==> src/rtl/mem_ctrl_pkg.sv <==
// Shared types and constants for the memory copy controller.
// State encoding, default widths and memory read/write flag values.
package mem_ctrl_pkg;

    localparam int DEF_ADDR_W = 12;
    localparam int DEF_DATA_W = 32;
    localparam int DEF_LEN_W  = 12;

    localparam logic MEM_READ  = 1'b1;
    localparam logic MEM_WRITE = 1'b0;

    typedef enum logic [1:0] {
        IDLE,
        RD,
        WR,
        DONE
    } state_t;

endpackage

==> src/rtl/mem_copy_ctrl.sv <==
// Block copy master for a single-port register memory: read word, write word, repeat.
// Optional running sum of written words on port checksum when MEM_COPY_CHECKSUM_EN is defined.
module mem_copy_ctrl
    import mem_ctrl_pkg::*;
#(
    parameter int ADDR_W = DEF_ADDR_W,
    parameter int DATA_W = DEF_DATA_W,
    parameter int LEN_W  = DEF_LEN_W
) (
    input  logic              clk,
    input  logic              rst,
    input  logic              start,
    input  logic [ADDR_W-1:0] src_addr,
    input  logic [ADDR_W-1:0] dst_addr,
    input  logic [LEN_W-1:0]  len,
    output logic              busy,
    output logic              done,
    output logic              mem_reading,
    output logic [ADDR_W-1:0] mem_address,
    output logic [DATA_W-1:0] mem_wdata,
    input  logic [DATA_W-1:0] mem_rdata
`ifdef MEM_COPY_CHECKSUM_EN
    ,
    output logic [DATA_W-1:0] checksum
`endif
);

    state_t            state;
    logic [LEN_W-1:0]  idx;
    logic [LEN_W-1:0]  nxt_idx;
    logic [LEN_W-1:0]  len_q;
    logic [ADDR_W-1:0] src_q;
    logic [ADDR_W-1:0] dst_q;

    assign nxt_idx = idx + LEN_W'(1);

    // Read data registered at the RD->WR edge is forwarded straight to the write port.
    assign mem_wdata = (state == WR) ? mem_rdata : '0;

    always_ff @(posedge clk or posedge rst) begin
        if (rst) begin
            state       <= IDLE;
            busy        <= 1'b0;
            done        <= 1'b0;
            mem_reading <= MEM_READ;
            mem_address <= '0;
            idx         <= '0;
            len_q       <= '0;
            src_q       <= '0;
            dst_q       <= '0;
        end else begin
            done <= 1'b0;
            case (state)
                IDLE: begin
                    if (start) begin
                        if (len != '0) begin
                            state       <= RD;
                            busy        <= 1'b1;
                            mem_address <= src_addr;
                            src_q       <= src_addr;
                            dst_q       <= dst_addr;
                            len_q       <= len;
                            idx         <= '0;
                        end else begin
                            state <= DONE;
                            done  <= 1'b1;
                        end
                    end
                end
                RD: begin
                    state       <= WR;
                    mem_reading <= MEM_WRITE;
                    mem_address <= dst_q + ADDR_W'(idx);
                end
                WR: begin
                    mem_reading <= MEM_READ;
                    if (nxt_idx == len_q) begin
                        state       <= DONE;
                        busy        <= 1'b0;
                        done        <= 1'b1;
                        mem_address <= '0;
                    end else begin
                        state       <= RD;
                        idx         <= nxt_idx;
                        mem_address <= src_q + ADDR_W'(nxt_idx);
                    end
                end
                DONE: begin
                    state <= IDLE;
                end
                default: begin
                    state <= IDLE;
                end
            endcase
        end
    end

`ifdef MEM_COPY_CHECKSUM_EN
    always_ff @(posedge clk or posedge rst) begin
        if (rst) begin
            checksum <= '0;
        end else if (state == IDLE && start) begin
            checksum <= '0;
        end else if (state == WR) begin
            checksum <= checksum + mem_rdata;
        end
    end
`endif

endmodule

==> config.mk <==
export PLATFORM = sky130hd
export DESIGN_NAME = mem_copy_ctrl
export DESIGN_NICKNAME = d
export VERILOG_FILES = /design/src/rtl/mem_ctrl_pkg.sv /design/src/rtl/mem_copy_ctrl.sv
export SDC_FILE = /design/constraint.sdc
export NUM_CORES = 1
export LEC_CHECK = 0
export CORE_ASPECT_RATIO = 0.9
export CORE_UTILIZATION = 56
export CTS_BUF_LIST = sky130_fd_sc_hd__clkbuf_4
export DETAILED_ROUTE_END_ITERATION = 7
export PLACE_DENSITY = 0.88
export SLEW_MARGIN = 20
export SYNTH_ARGS = -nofsm -noshare
export SYNTH_HDL_FRONTEND = slang
export SYNTH_SLANG_ARGS = --single-unit
==> constraint.sdc <==
create_clock -name clk -period 7.2 [get_ports clk]
set_input_delay 1.08 -clock clk [delete_from_list [all_inputs] [get_ports clk]]
set_output_delay 1.08 -clock clk [all_outputs]
set_load 0.05 [all_outputs]
==> results of run 1 <==
per-stage QoR:
| step | hold slack, ns | instances | instance area [µm²] | total power, µW |
|---|---|---|---|---|
| floorplan | 0.483 | 506 | 4830 | 1790 |
| global route | 0.542 | 729 | 6180 | 2700 |
| detailed placement | 0.501 | 713 | 6020 | 2240 |
| global placement | 0.491 | 713 | 6020 | 2180 |
| CTS | 0.536 | 729 | 6180 | 2540 |
| finish | 0.532 | 729 | 6180 | 2550 |
cell families after synthesis:
kind of cell | after synthesis | synth area share
muxes | 38 | 0.0917
xor gates and xnor gates | 40 | 0.0810
DFF | 65 | 0.337
buffers and inverters | 41 | 0.0443
AOI/OAI and AO/OA | 113 | 0.157
adders and majority gates | 31 | 0.0834
and+or+nand+nor | 178 | 0.206
flip-flops by register name (all words and copies together), names as in the netlist:
| name | cells |
|---|---|
| dst_q | 12 |
| idx | 12 |
| len_q | 12 |
| mem_address | 12 |
| src_q | 12 |
| state | 2 |
| busy | 1 |
| done | 1 |
| mem_reading | 1 |
cell type report:
| type | count | area (µm²) | share of cell area |
|---|---|---|---|
| Tap cell | 115 | 144 | 0.0233 |
| Timing Repair Buffer | 120 | 1190 | 0.193 |
| Inverter | 13 | 48.8 | 0.00789 |
| Sequential cell | 65 | 1630 | 0.263 |
| Clock buffer | 9 | 67.6 | 0.0109 |
| Clock inverter | 7 | 95.1 | 0.0154 |
| Multi-Input combinational cell | 400 | 3010 | 0.486 |
synthesized netlist by cell type, types with 2 or more instances:
| cell type | instances | area share |
|---|---|---|
| nor3_1 | 10 | 0.010 |
| a211oi_1 | 4 | 0.0062 |
| xor2_1 | 13 | 0.024 |
| nand2_1 | 27 | 0.021 |
| clkbuf_1 | 15 | 0.012 |
| o2111ai_1 | 2 | 0.0036 |
| xnor3_1 | 3 | 0.014 |
| nand4_1 | 4 | 0.0052 |
| o211ai_1 | 3 | 0.0047 |
| dfrtp_1 | 64 | 0.33 |
| and2_1 | 34 | 0.044 |
| buf_4 | 5 | 0.0078 |
| buf_2 | 3 | 0.0031 |
| nor4_1 | 7 | 0.0091 |
| a22oi_2 | 3 | 0.0078 |
| o21a_1 | 3 | 0.0047 |
| and4_1 | 2 | 0.0036 |
| a22o_1 | 3 | 0.0054 |
| a21oi_1 | 38 | 0.039 |
| nor2b_1 | 2 | 0.0026 |
| nand3_4 | 2 | 0.0072 |
| ha_1 | 29 | 0.075 |
| fa_1 | 2 | 0.0083 |
| a221oi_1 | 2 | 0.0036 |
| a21o_1 | 6 | 0.0093 |
| inv_1 | 12 | 0.0093 |
| nand2b_1 | 5 | 0.0065 |
| o21ai_0 | 23 | 0.024 |
| buf_6 | 5 | 0.012 |
| and3_1 | 3 | 0.0039 |
| a31oi_1 | 6 | 0.0078 |
| a21boi_0 | 2 | 0.0031 |
| mux2_2 | 36 | 0.084 |
| or3_1 | 4 | 0.0052 |
| nand3_1 | 24 | 0.025 |
| xnor2_1 | 24 | 0.044 |
| a32o_1 | 7 | 0.015 |
| nor2_1 | 40 | 0.031 |
how the worst min path moves through the flow:
stage	startpoint	to	slack [ns]	cells past startpoint
after global placement	busy$_DFFE_PP0P_	busy$_DFFE_PP0P_	0.49	2
after CTS	len_q[10]$_DFFE_PP0P_	len_q[10]$_DFFE_PP0P_	0.54	1
after floorplan	len_q[10]$_DFFE_PP0P_	len_q[10]$_DFFE_PP0P_	0.48	1
after detailed placement	len_q[10]$_DFFE_PP0P_	len_q[10]$_DFFE_PP0P_	0.50	1
after global routing	len_q[10]$_DFFE_PP0P_	len_q[10]$_DFFE_PP0P_	0.54	1
final	len_q[10]$_DFFE_PP0P_	len_q[10]$_DFFE_PP0P_	0.53	1
routing by layer:
metal / wire (µm) / global-route usage / vias up
li1: - / - / 2028
met1: 5330 / 0.397 / 2100
met2: 6410 / 0.507 / 225
met3: 1140 / 0.0653 / 34
met4: 354 / 0.113 / 0
met5: 0 / 0 / -
layout by cell type (no fill, tap or decap), types with 4 or more instances in the layout:
cell type / count
nand3_1: 24
ha_1: 29
a21oi_1: 38
a21o_1: 6
and2_1: 34
clkbuf_4: 9
nor3_1: 10
nand4_1: 4
nor4_1: 7
nand2_1: 27
inv_1: 11
dfrtp_1: 64
mux2_2: 36
a211oi_1: 4
xnor2_1: 24
xor2_1: 13
nand2b_1: 5
or3_1: 4
o21ai_0: 22
nor2_1: 40
a32o_1: 7
clkdlybuf4s50_1: 117
a31oi_1: 5
critical path: cells and delay by family (launching register included):
family | cells | cell delay, ns
buf+inv | 3 | 1.29
flops | 1 | 0.42
fa+ha+maj | 1 | 0.50
simple gates | 1 | 0.20
report_power, final:
part | internal, µW | switching [µW] | leakage [µW] | total [µW]
Clock | 140 | 152 | 0.0000859 | 292
Sequential | 521 | 132 | 0.000799 | 653
Combinational | 656 | 949 | 0.00172 | 1600
==> results.md, run 1 <==
- Fin Setup TNS: 0 ns
- Share of cells above drive strength 1: 0.129
- Post-CTS setup buffers: 0
- Largest fanout on the critical path: 31
- Largest stage delay, worst path: about 0.8 ns
- Vias: 4387
- VDD IR-drop max: 0.000248 V
- Core box area: 0.00822 mm²
- Clock root buffer: clkbuf_4
- Most used DFF post-synth: dfrtp_1
- Vias in the first global route: 4345
- FF-to-FF setup slack: 3.40 ns
- Post-Syn Nets: 608
- Initial Utilization: 0.588
- Synth cell types: 67
- CP required: 6.12 ns
- # rows: 31
- Post-route ant nets: 0
- Tmin final: roughly 4 ns
- Post-Route WL: ~13000 µm
- Area growth syn-to-layout: 27.9%
- First-pass GRT wire length: about 22000 µm
- Mapped Area: 0.00483 mm²
- Clk buf depth: 2
- Worst slew pin tran: 0.955 ns
- Antenna violations before repair: 0
- #FFs+latches synth: 65
- Startpoint types: flip-flop
- Gate Count Post-Synth: 506
- Pre-CTS setup slack: between 3 and 4 ns
- Final setup viols: 0
- Synth Area per Inst: 9.55 µm²
- Die H: 90.1 µm
- EDFF count, synth: 0
- Gp weighted congestion: 0.929
- Detailed Place HPWL: 10100 µm
- Largest net degree at the start of global routing: 66
- Status: finished clean
- Fin. Hold Viols: 0
- Worst-path clk slew: between 0.1 and 0.15 ns
- Slew margin rel.: 0.361
- Setup Crit Path Kind: reg2out
- CTS Sinks: 65
- Slowest cell on crit path: clkdlybuf4s50_1
- DIE WIDTH: ~100 µm
- Tcrit/Tclk final: 0.546
- Critical R2R Launch: idx[3]$_DFFE_PP0P_
- Synth async-reset ratio: 1.00
- Buffers on Ports: 117
- Worst hold path type: reg2reg
- # H-tree levels: 3
- DRC: 0
- Detailed Route Iter0 Violations: 299
- WL/cell: 18.2 µm
- FF-to-FF End: idx[0]$_DFFE_PP0P_
- DR pass1 iterations: 6
- Total Die Area: 0.00900 mm²
- Max-cap violation count: 0
- Leak: 0.00260 µW
- Unrepaired setup endpoints after global routing: false
- CTS resizes: 0
- I/O pins: 118
- CP startpoint: state[0]$_DFFE_PP0P_
- Slew Viols, Final: 0
- Arr. time, crit path: 2.85 ns
- Layout Nets: 711
- Post-CTS Hold Fix Bufs: 0
- Crit path to: mem_wdata[17]
- Clock Skew: 0.0211 ns
- Fill count: 600
- Num CTS Buffers: 9
- Fin util: 0.752
- Cell Chain, Critical Path: inv_1 > ha_1 > buf_4 > and2_1 > clkdlybuf4s50_1
- CP Capture Type: output pin
- Power Density: a little over 400 mW/mm²
- CTS tree: built
- Clock Latency Late Sink: 0.44 ns
- Maximum clock rate: 254 MHz
- All-Layer GR Usage: 0.308
- Sequential area share after synthesis: 0.337
- N_diodes: 0
- Yosys warnings: 0
- Worst Slack Setup Final: ~3.3 ns
- Vias per cell: 6.02
- Grt total ovfl: 0
- Path depth of the worst reg2reg path: 7
Note: power is estimated with default switching activity, not from simulation.
==> run 2: changes to the inputs <==
--- a/config.mk
+++ b/config.mk
@@ -6,10 +6,10 @@
 export NUM_CORES = 1
 export LEC_CHECK = 0
 export CORE_ASPECT_RATIO = 0.9
-export CORE_UTILIZATION = 56
+export CORE_UTILIZATION = 52
 export CTS_BUF_LIST = sky130_fd_sc_hd__clkbuf_4
 export DETAILED_ROUTE_END_ITERATION = 7
-export PLACE_DENSITY = 0.88
+export PLACE_DENSITY = 0.82
 export SLEW_MARGIN = 20
 export SYNTH_ARGS = -nofsm -noshare
 export SYNTH_HDL_FRONTEND = slang
==> constraint.sdc (replaced) <==
create_clock -name clk -period 3.84 [get_ports clk]
set_input_delay 0.576 -clock clk [delete_from_list [all_inputs] [get_ports clk]]
set_output_delay 0.576 -clock clk [all_outputs]
set_load 0.05 [all_outputs]
==> run 2 against run 1 <==
Compared with the run above: final area rose by 0.47%; clock-buffer cell count did not move; global-route usage fell by 1.8 points; worst hold slack got worse by 0.0024 ns; non-clock buffer count rose by 3; clock power rose by 84%; critical path type unchanged; critical endpoint is now mem_wdata[20]; largest cell class unchanged.
==> results.md, run 2 (synthesis gave the netlist of run 1 again) <==
- CP required: 3.26 ns (-2.86 ns)
- Clock share of power: 0.111 (-0.004)
- Detailed Route Iter0 Violations: 333 (+11%)
- Largest net degree at the start of global routing: 49 (-26%)
- Max-cap violation count: 0 (unchanged)
- Area of the multi-input gates: 0.00301 mm² (unchanged)
- Switching Share: 0.484 (+0.000947)
- Core box area: 0.00881 mm² (+7.1%)
- Power Density: 781 mW/mm² (+89%)
- Status: finished clean
- DIE WIDTH: 104 µm (+3.7%)
- Post-CTS Hold Fix Bufs: 0 (unchanged)
- Gp weighted congestion: 0.971 (+4.5%)
- Pre-CTS setup slack: 0.622 ns (-2.58 ns)
- Startpoint types: flip-flop
- Clock Latency Late Sink: 0.44 ns (about the same)
- Total Die Area: 0.00968 mm² (+7.5%)
- WL/cell: 18.4 µm (+1.4%)
- Clock root buffer: clkbuf_4
- Slew Viols, Final: 0 (unchanged)
- DR pass1 iterations: 5 (-1)
- Vias in the first global route: 4425 (+1.8%)
- Worst Slack Setup Final: 0.493 ns (-2.78 ns)
- Internal: 2500 µW (+90%)
- Slowest cell on crit path: clkdlybuf4s50_1
- Layout Nets: 714 (+0.42%)
- Worst slew pin tran: 0.939 ns (-0.0167 ns)
- Path depth of the worst reg2reg path: 7 (unchanged)
- FF-to-FF setup slack: 0.54 ns (-2.86 ns)
- Tmin final: 3.35 ns
- Fill count: 674 (+12%)
- Die H: 93.5 µm (+3.7%)
- Grt total ovfl: 0 (unchanged)
- Slew margin rel.: 0.374 (+0.0130)
- # rows: 32 (+3.2%)
- All-Layer GR Usage: 0.290 (-0.0182)
- Num CTS Buffers: 9 (unchanged)
- Fin. Hold Viols: 0 (unchanged)
- CTS resizes: 0 (unchanged)
- Maximum clock rate: 299 MHz
- Largest fanout on the critical path: 35 (+13%)
- Switch Pwr: 2350 µW (+91%)
- Largest stage delay, worst path: 0.81 ns (about the same)
- Vias per cell: 6.04 (+0.45%)
- N_diodes: 0 (unchanged)
- Buffers on Ports: 117 (unchanged)
- DRC: 0 (unchanged)
- I/O pins: 118 (unchanged)
- Final setup viols: 0 (unchanged)
- Clock Skew: 0.0181 ns (-0.00302 ns)
- First-pass GRT wire length: 22000 µm (+1.9%)
- Leak: 0.00260 µW (+0.11%)
- # H-tree levels: 3 (unchanged)
- Setup Crit Path Kind: reg2out
- Worst hold path type: reg2reg
- Cell Chain, Critical Path: inv_1 > ha_1 > and2_1 > clkdlybuf4s50_1
- Reg power frac: 0.254 (-0.002)
- Tcrit/Tclk final: 0.872
- Post-CTS setup buffers: 0 (unchanged)
- Area growth syn-to-layout: 28.5%
- CP startpoint: state[0]$_DFFE_PP0P_
- CTS tree: built
- Area occupied by registers: 0.00163 mm² (unchanged)
- Unrepaired setup endpoints after global routing: false
- Vias: 4449 (+1.4%)
- FF-to-FF End: idx[0]$_DFFE_PP0P_
- Detailed Place HPWL: 10500 µm (+4.5%)
- Post-Route WL: 13600 µm (+2.4%)
- Clk buf depth: 2 (unchanged)
- Commonest non-fill, non-tap cell in the layout: clkdlybuf4s50_1
- Initial Utilization: 0.549 (-0.0391)
- CTS Sinks: 65 (unchanged)
- Worst-path clk slew: 0.11 ns (-0.02 ns)
- CP Capture Type: output pin
- Crit path to: mem_wdata[20]
- Antenna violations before repair: 0 (unchanged)
- Most frequent cells in the layout: clkdlybuf4s50_1 (117), dfrtp_1 (64), nor2_1 (40)
- VDD IR-drop max: 0.000409 V (+65%)
- Share of cells above drive strength 1: 0.131 (+0.00262)
- Fin Setup TNS: 0 ns (unchanged)
- Post-route ant nets: 0 (unchanged)
- Combinational share of power: 0.635 (+0.006)
- Arr. time, crit path: 2.77 ns (-0.08 ns)
- Critical R2R Launch: idx[3]$_DFFE_PP0P_
## run 2: critical path: cells and delay by family, from the launching register on
kind,cells,cell delay (ns)
adders and majority gates,1,0.78
buffers and inverters,2,0.90
DFF,1,0.41
and+or+nand+nor,1,0.25
## run 2: worst min-delay path by stage
stage                                    start                    endpoint  slack (ns)  depth (start not counted)
finish              mem_address[6]$_DFFE_PP0P_  mem_address[6]$_DFFE_PP0P_        0.53                          2
detailed placement            busy$_DFFE_PP0P_            busy$_DFFE_PP0P_        0.50                          2
global route                  busy$_DFFE_PP0P_            busy$_DFFE_PP0P_        0.55                          2
CTS                 mem_address[6]$_DFFE_PP0P_  mem_address[6]$_DFFE_PP0P_        0.53                          2
global placement              busy$_DFFE_PP0P_            busy$_DFFE_PP0P_        0.50                          2
floorplan                len_q[10]$_DFFE_PP0P_       len_q[10]$_DFFE_PP0P_        0.48                          1
## run 2: metal layers
metal / part of all wire / global-route usage / vias up
met4: 0.027 / 0.105 / 0
met5: 0 / 0 / -
met1: 0.41 / 0.356 / 2128
met2: 0.48 / 0.504 / 237
met3: 0.082 / 0.0620 / 36
li1: - / - / 2048
## run 2: power groups by stage
| stage | Sequential, µW | Clock [µW] | Combinational [µW] |
|---|---|---|---|
| 3_3_place_gp | 1230 | 0 | 2940 |
| 4_1_cts | 1230 | 544 | 3040 |
| 3_5_place_dp | 1240 | 0 | 3030 |
| 2_1_floorplan | 1370 | 0 | 2000 |
| 6_report | 1230 | 537 | 3080 |
| 5_1_grt | 1260 | 572 | 3290 |
## run 2: layout make-up
| class | count | share of cell area |
|---|---|---|
| Inverter | 13 | 0.00806 |
| Clock inverter | 7 | 0.0153 |
| Multi-Input combinational cell | 400 | 0.484 |
| Timing Repair Buffer | 123 | 0.196 |
| Tap cell | 119 | 0.0240 |
| Clock buffer | 9 | 0.0109 |
| Sequential cell | 65 | 0.262 |
## run 2: metrics by stage
stage / instance area [µm²] / instances / power (µW) / hold WS, ns / utilization
final: 6210 / 736 / 4850 / 0.529 / 0.705
after CTS: 6210 / 736 / 4810 / 0.528 / 0.705
after detailed placement: 6050 / 720 / 4270 / 0.500 / 0.687
after global placement: 6050 / 720 / 4170 / 0.496 / 0.687
after floorplan: 4830 / 506 / 3360 / 0.483 / -
after global routing: 6210 / 736 / 5120 / 0.551 / 0.705
